<file path="src/rtl/mux_arb_n.sv">
// mux_arb_n: N-channel valid/ready multiplexer with a one-word output register.
// Arbitration is either round-robin (mode=0), searching upward from the last
// granted channel, or a fixed select driven by `sel` (mode=1). The output
// register refills on the same edge it drains, so sustained throughput is one
// word per cycle with exactly one cycle of input-to-output latency.
module mux_arb_n #(
  parameter int WIDTH = 8,
  parameter int N     = 4,
  parameter int SELW  = $clog2(N)
) (
  input  logic                 clk,
  input  logic                 rst,
  input  logic [N*WIDTH-1:0]   in_data,
  input  logic [N-1:0]         in_valid,
  output logic [N-1:0]         in_ready,
  input  logic                 mode,
  input  logic [SELW-1:0]      sel,
  output logic [WIDTH-1:0]     out_data,
  output logic                 out_valid,
  input  logic                 out_ready,
  output logic [SELW-1:0]      out_ch
);

  // Registered state: round-robin pointer (last granted channel) and the
  // output word with its source index.
  logic [SELW-1:0]  ptr_q, ptr_d;
  logic             out_valid_q, out_valid_d;
  logic [WIDTH-1:0] out_data_q, out_data_d;
  logic [SELW-1:0]  out_ch_q, out_ch_d;

  // Arbitration results for both modes and the selected one.
  logic [N-1:0]     rr_grant;
  logic [SELW-1:0]  rr_idx;
  logic             rr_found;
  logic [SELW-1:0]  rr_cand;
  logic [N-1:0]     fx_grant;
  logic [SELW-1:0]  fx_idx;
  logic [N-1:0]     grant;
  logic [SELW-1:0]  grant_idx;
  logic [WIDTH-1:0] grant_word;

  // Handshake qualifiers.
  logic             load_ok;
  logic             in_xfer;
  logic             out_xfer;

  // Round-robin search: first valid channel after ptr, wrapping N-1 -> 0.
  // The candidate index is formed modulo N so non-power-of-two N never
  // addresses a channel that does not exist.
  always_comb begin
    rr_grant = '0;
    rr_idx   = '0;
    rr_found = 1'b0;
    rr_cand  = '0;
    for (int k = 1; k <= N; k++) begin
      rr_cand = SELW'((int'(ptr_q) + k) % N);
      if (!rr_found && in_valid[rr_cand]) begin
        rr_found         = 1'b1;
        rr_idx           = rr_cand;
        rr_grant[rr_cand] = 1'b1;
      end
    end
  end

  // Fixed select: compare sel against every real channel index, so a sel
  // value of N or more simply matches nothing and produces no grant.
  always_comb begin
    fx_grant = '0;
    fx_idx   = sel;
    for (int i = 0; i < N; i++) begin
      if ((sel == SELW'(i)) && in_valid[i]) begin
        fx_grant[i] = 1'b1;
      end
    end
  end

  // Mode select and word mux; grant is one-hot or zero, so at most one
  // channel's word is picked up.
  always_comb begin
    grant      = mode ? fx_grant : rr_grant;
    grant_idx  = mode ? fx_idx   : rr_idx;
    grant_word = '0;
    for (int i = 0; i < N; i++) begin
      if (grant[i]) begin
        grant_word = in_data[i*WIDTH +: WIDTH];
      end
    end
  end

  // The output register can take a word when empty or when it drains this
  // cycle. in_ready is forced low during reset so nothing is accepted into
  // a register that is about to be cleared.
  assign load_ok  = !out_valid_q || out_ready;
  assign in_ready = (rst || !load_ok) ? '0 : grant;
  assign in_xfer  = |in_ready;
  assign out_xfer = out_valid_q && out_ready;

  // Next-state: load on input transfer (replacing any word draining this
  // cycle), clear valid on a pure drain, otherwise hold. The pointer only
  // advances on a real round-robin transfer, never on a stalled grant.
  always_comb begin
    ptr_d       = ptr_q;
    out_valid_d = out_valid_q;
    out_data_d  = out_data_q;
    out_ch_d    = out_ch_q;
    if (in_xfer) begin
      out_valid_d = 1'b1;
      out_data_d  = grant_word;
      out_ch_d    = grant_idx;
      if (!mode) begin
        ptr_d = grant_idx;
      end
    end else if (out_xfer) begin
      out_valid_d = 1'b0;
    end
  end

  // State registers; reset parks ptr at N-1 so channel 0 wins first.
  always_ff @(posedge clk) begin
    if (rst) begin
      ptr_q       <= SELW'(N - 1);
      out_valid_q <= 1'b0;
      out_data_q  <= '0;
      out_ch_q    <= '0;
    end else begin
      ptr_q       <= ptr_d;
      out_valid_q <= out_valid_d;
      out_data_q  <= out_data_d;
      out_ch_q    <= out_ch_d;
    end
  end

  assign out_valid = out_valid_q;
  assign out_data  = out_data_q;
  assign out_ch    = out_ch_q;

endmodule

</file>
<file path="config.mk">
export PLATFORM = sky130hd
export DESIGN_NAME = mux_arb_n
export DESIGN_NICKNAME = d
export VERILOG_FILES = /design/src/rtl/mux_arb_n.sv
export SDC_FILE = /design/constraint.sdc
export NUM_CORES = 1
export LEC_CHECK = 0
export ABC_AREA = 1
export CAP_MARGIN = 20
export CORE_ASPECT_RATIO = 1.5
export CORE_MARGIN = 8
export CORE_UTILIZATION = 30
export DETAILED_ROUTE_END_ITERATION = 16
export PLACE_DENSITY = 0.57
export SYNTH_ARGS = -nofsm -noshare
export SYNTH_HDL_FRONTEND = slang
export SYNTH_SLANG_ARGS = --single-unit
</file>
<file path="constraint.sdc">
create_clock -name clk -period 3.3 [get_ports clk]
set_input_delay 0.66 -clock clk [delete_from_list [all_inputs] [get_ports clk]]
set_output_delay 0.66 -clock clk [all_outputs]
set_load 0.1 [all_outputs]
</file>
---- Word-level counts from Yosys, hierarchy flattened ----
Cells that the tools add are included.
storage, ports and cells
  word-level logic and storage cells ...... 86
  memories kept ........................... 0
  output and inout port bits .............. 15
  ROM bits ................................ 0
  memory bits (writable) .................. 0
  register bits after elaboration ......... 13
  input port bits ......................... 42
  latch bits .............................. 0
operators by class
  div/mod/pow operators ................... 0
  reduce and logical (&&, ||, !) cells .... 23
  equality and inequality tests ........... 3
  magnitude comparators ................... 8
  $mul .................................... 0
  multiplexer cells ....................... 40
  bitwise logic cells ..................... 4
  add/subtract/negate cells ............... 4
  shift operators ......................... 0
operators by type and width
  operator                                                                             count
  8-bit 2-to-1 mux                                                                     4
  4-bit 2-to-1 mux                                                                     6
  1-bit 2-to-1 mux                                                                     17
  1-bit logical AND                                                                    12
  2-bit by 3-bit less-than comparator with 1-bit output, second input constant         4
  4-bit OR                                                                             3
  2-bit 2-to-1 mux                                                                     5
  1-bit binary-select mux with 2-bit select                                            4
  1-bit demux with 2-bit select                                                        4
  2-bit by 1-bit greater-or-equal comparator with 1-bit output, second input constant  4
  1-bit logical NOT                                                                    5
  2-bit by 1-bit adder with 2-bit output, second input constant                        2
  2-bit adder, second input constant                                                   2
  2-bit == test, second input constant                                                 2
  4-bit OR reduction                                                                   1
  2-bit by 1-bit == test with 1-bit output, second input constant                      1
  2-bit logical NOT                                                                    1
  1-bit logical OR                                                                     2
  2-bit AND reduction                                                                  1
  2-bit nonzero test                                                                   1
  1-bit inverter                                                                       1

---- Logic depth before layout (Yosys ltp) ----
  word-level depth ........................ 18
  gate-level depth with buffers ........... 18
  depth with buffers taken out ............ 17

---- Least setup slack after synthesis ----
OpenSTA, ideal clock, no wires.
  path kind ............................... reg2out
  start ................................... register ptr_q[1]
  end ..................................... output port in_ready[2]
  required time ........................... 2.640 ns
  path slack .............................. 0.084 ns
  stages on the path, launching flop included .. 14
  buffers on the path ..................... 1
  data arrival time ....................... 2.556 ns
  cells stage by stage .................... dfxtp_1 inv_1 ha_1 inv_1 nand3_4 nand2_8 nor2_8 nand3_1 nand3_1 nand2_1 nand2_1 buf_4 nand2_1 inv_1
between the ends
  longest elaborated chain between the ends .. 15
  elaborated cells on any way between the ends .. 50
  those cells by class .................... add/sub: 4; order compare: 8; mux: 25; bitwise: 3; reduce/logical: 10
ends and longest elaborated chain
  what                                                                                            RTL line  RTL
  start: declaration                                                                              26        logic [SELW-1:0] ptr_q, ptr_d;
  start signal: assignment                                                                        121       ptr_q <= SELW'(N - 1);
  start signal: assignment                                                                        126       ptr_q <= ptr_d;
  branches (longest 12 deep; another with 2-bit by 3-bit less-than comparator with 1-bit output)  -
  4-bit 2-to-1 mux (*)                                                                            57        if (!rr_found && in_valid[rr_cand]) begin
  4-bit 2-to-1 mux (*)                                                                            80        grant = mode ? fx_grant : rr_grant;
  4-bit 2-to-1 mux (*)                                                                            94        assign in_ready = (rst || !load_ok) ? '0 : grant;
  end: declaration                                                                                15        output logic [N-1:0] in_ready,
Mark *: on every way between the ends. The select of a mux whose other input is x is not followed.

---- Worst setup path after layout ----
  start ................................... input port in_valid[2]
  end ..................................... output port in_ready[0]
between the ends
  longest elaborated chain between the ends .. 14
  elaborated cells on any way between the ends .. 26
  those cells by class .................... mux: 17; bitwise: 3; reduce/logical: 6
ends and longest elaborated chain
  what                                       RTL line  RTL
  start: declaration                         14        input logic [N-1:0] in_valid,
  1-bit binary-select mux with 2-bit select  57
  1-bit 2-to-1 mux (not written as such)     57
  1-bit 2-to-1 mux                           57
  1-bit logical NOT                          57
  1-bit logical AND                          57
  1-bit 2-to-1 mux                           57
  1-bit logical NOT                          57
  1-bit logical AND                          57
  1-bit 2-to-1 mux                           57
  1-bit logical NOT                          57
  1-bit logical AND                          57
  4-bit 2-to-1 mux (*)                       57
  4-bit 2-to-1 mux (*)                       80
  4-bit 2-to-1 mux (*)                       94
Every way passes the cells marked *; elsewhere a longest branch is shown, timed or not. The select of a mux whose other input is x is not followed.

==> flow_results.org <==
** Worst setup path
- STA puts the critical path data required time at 2640 ps.
- In this run the worst path has a maximum fanout of 10.
- Data on the critical path arrives at its endpoint at 2480 ps.
- Type of element launching the critical path :: primary input
- In this run the worst setup path begins at in_valid[2].
- The critical path is of the in -> out type.
- The startpoint identified for the worst register-to-register timing path is ptr_q[0]$_SDFFE_PP1P_.
- Worst Reg2Reg Path Length in Cells :: 15
- Capturing point of the worst reg2reg path :: ptr_q[0]$_SDFFE_PP1P_
- Setup slack, reg-to-reg :: 660 ps
- STA classifies the critical path endpoint as an output pin.

** Yosys
- Number of storage elements in the synthesis netlist :: 13
- The mapped netlist covers 1650 um2.
- The commonest cells after synthesis are sky130_fd_sc_hd__nand2_1, sky130_fd_sc_hd__inv_1, sky130_fd_sc_hd__nand3_1.
- Post-synthesis cell type with the largest combined area :: sky130_fd_sc_hd__nand2_1
- Counting flops with an async set or reset pin after synthesis yields a share of 0.
- In the post-synthesis netlist, the biggest area contributors are sky130_fd_sc_hd__nand2_1, sky130_fd_sc_hd__dfxtp_1, sky130_fd_sc_hd__nand3_1.
- After synthesis, the netlist uses 31 different library cells.
- Of the synthesized area, sequential elements account for 0.158.
- Of the post-synthesis cell area, the dominant cell type holds 0.214.
- In the synthesized netlist the dominant register cell turns out to be sky130_fd_sc_hd__dfxtp_1.
- The most common cell in the synthesized netlist is sky130_fd_sc_hd__nand2_1.
- For this run, the number of Yosys warnings is 0.
- Mean area per synthesized cell :: 6.01 um2
- When the netlist entered floorplanning its net count stood at 324.
- Synthesis handed over a netlist of 274 instances.
- Number of flops mapped to enable cells by yosys :: 0

** STA
- Min cycle time layout :: 3140 ps
- Setup violations remaining at the end of the flow were counted as 0.
- Number of hold violations in the final report :: 0
- Maximum clock frequency :: 318 MHz
- Final Max Tran Viols :: 0
- Slew HR :: 0.631
- Final total negative setup slack :: 0 ps
- In the finished design, the share of the clock period the worst path needs comes to 0.953.
- Maximum clock skew at final layout :: 1.42 ps
- For the pin with the worst max-slew slack, the measured transition is 554 ps.
- Setup WS post-layout :: 155 ps
- RSZ-0062 raised after global routing :: false

** CTS
- Clock latency of the later-clocked register in the worst-skew pair :: 240 ps
- TritonCTS built the clock tree.
- H-tree levels :: 1
- The number of clock buffers added by TritonCTS is 3.
- Clock edge transition at the registers on the reported setup and hold paths :: 50 ps
- Clock Sink Count :: 13
- Clk buf depth :: 2
- In this run the clock root is driven by a sky130_fd_sc_hd__clkbuf_8.
- Hold buffers post-CTS :: 0

** Drt
- In this run the remaining antenna-violating nets after routing total 0.
- For this run, the detailed router's first-pass iteration total came to 4.
- Avg Vias per Cell :: 4.49
- # DRC :: 0
- The routed design has 5.19 mm of wire.
- The routed layout has 1832 vias.
- DR iter-0 viols :: 125
- Routed length per instance :: 12.7 um

** Floorplan
- In this run the core area contains 33 standard-cell rows.
- The region available for standard cell placement spans 5370 um2.
- The die covers 8160 um2.
- The floorplan step set the die height to 107 um.
- I/O pin count :: 57
- Measured along the x axis, the die boundary spans 76.5 um.
- For this configuration, the core starts out at a cell density of 0.307.

** Global routing
- Gr usage total :: 0.122
- Entering global routing, the biggest net connects 18 pins.
- Antenna violations before repair :: 0
- The number of global-route vias before repair was 1781.
- Overflow left after global routing :: 0
- First-pass GRT wire length :: 8.46 mm

** Placement
- The congestion estimate from routability-driven global placement came to 0.890.
- Worst slack at placement :: 151 ps
- Dpl hpwl :: 4.39 mm
- Buffers on Ports :: 56

** Min path
- The worst hold path begins at out_ch[0]$_SDFFE_PP0P_.
- Hold depth :: 2
- Endpoint of the worst hold path :: out_ch[0]$_SDFFE_PP0P_
- The min-delay analysis places its worst path in the category reg -> reg.

** Layout
- The final layout contains 389 nets.
- 0 antenna diodes ended up in the layout.
- Synth-to-Final Area Change :: 44.7%
- In the final layout, the share of cells above drive strength 1 is 0.189.

** Job
- The tool flagged a number of max-cap violations equal to 0.

** Power and ir drop
- VDD IR-drop max :: 0.173 mV
- Areal power density over the cells :: 628 nW/um2
- Leakage power :: 1.24 nW
- The design draws 1.50 mW.

** Status
- The run finished with clean final reports.
power by group:
part / internal, mW / switching (mW)
Combinational: 0.344 / 0.786
Sequential: 0.200 / 0.0254
Clock: 0.0851 / 0.0548
through the flow:
step	area [um2]	utilization	hold slack (ps)	instances
floorplan	1650	-	544	274
global placement	2320	0.432	488	402
detailed placement	2320	0.432	489	402
CTS	2370	0.441	499	406
global route	2380	0.444	521	408
finish	2380	0.444	498	408
flip-flops by register name, indices dropped and copies added, names as in the netlist:
register,count
out_valid,1
out_ch,2
ptr_q,2
out_data,8
worst max-delay path, stage by stage:
cell and delay, ps:
sky130_fd_sc_hd__clkdlybuf4s50_1 440, sky130_fd_sc_hd__inv_1 130, sky130_fd_sc_hd__nand2_2 90, sky130_fd_sc_hd__nand3_4 120, sky130_fd_sc_hd__nand2_8 90, sky130_fd_sc_hd__nor2_8 180, sky130_fd_sc_hd__nand4_1 130, sky130_fd_sc_hd__inv_1 70
sky130_fd_sc_hd__nor2_1 50, sky130_fd_sc_hd__nor2_2 150, sky130_fd_sc_hd__nand2_1 100, sky130_fd_sc_hd__inv_1 100, sky130_fd_sc_hd__buf_12 180
layout by cell type (no fill, tap or decap), types with 4 or more instances in the layout:
cell	synthesis	final
sky130_fd_sc_hd__nor2_1	7	7
sky130_fd_sc_hd__a21oi_2	9	9
sky130_fd_sc_hd__nand2_2	6	6
sky130_fd_sc_hd__nand3_1	39	39
sky130_fd_sc_hd__nand2_1	94	94
sky130_fd_sc_hd__dfxtp_1	13	12
sky130_fd_sc_hd__buf_4	1	20
sky130_fd_sc_hd__ha_1	8	8
sky130_fd_sc_hd__nand2_4	6	6
sky130_fd_sc_hd__buf_12	0	4
sky130_fd_sc_hd__clkdlybuf4s50_1	0	41
sky130_fd_sc_hd__a21oi_1	14	14
sky130_fd_sc_hd__inv_1	46	45
cell type report:
cell class,count,area [um2]
flip-flops and latches,13,262
well taps,70,87.6
inverters,50,195
fillers,599,2990
clock buffers,4,45.0
repair buffers,65,641
multi-input cells,206,1150
worst max-delay path by stage:
| stage | endpoint | slack, ps | cells after the start |
|---|---|---|---|
| finish | in_ready[0] | 160 | 13 |
| global route | in_ready[0] | 2 | 13 |
| CTS | in_ready[0] | 150 | 13 |
| detailed placement | in_ready[0] | 150 | 13 |
| global placement | in_ready[1] | 170 | 13 |
| floorplan | in_ready[2] | 80 | 13 |
cells by family (layout without fill, tap and decap cells):
logic type,Yosys count,count (layout),synth area share
AND/OR/NAND/NOR,167,167,0.505
flip-flops,13,13,0.158
AO/OA/AOI/OAI,31,31,0.135
adder cells (fa/ha/maj),8,8,0.0608
buffers and inverters,55,119,0.142
what timing repair did:
action	in CTS	in global routing
endpoints found under the setup margin	0	3
buffers inserted	0	2
gates resized for setup	0	2
layer usage:
| metal | global-route usage | wire length, um | part of all wire | vias up |
|---|---|---|---|---|
| li1 | - | - | - | 989 |
| met1 | 0.130 | 2050 | 0.39 | 803 |
| met2 | 0.240 | 2920 | 0.56 | 36 |
| met3 | 0.0159 | 160 | 0.031 | 4 |
| met4 | 0.0387 | 65 | 0.013 | 0 |
| met5 | 0 | 0 | 0 | - |
Power figures use the tool's default switching activity.
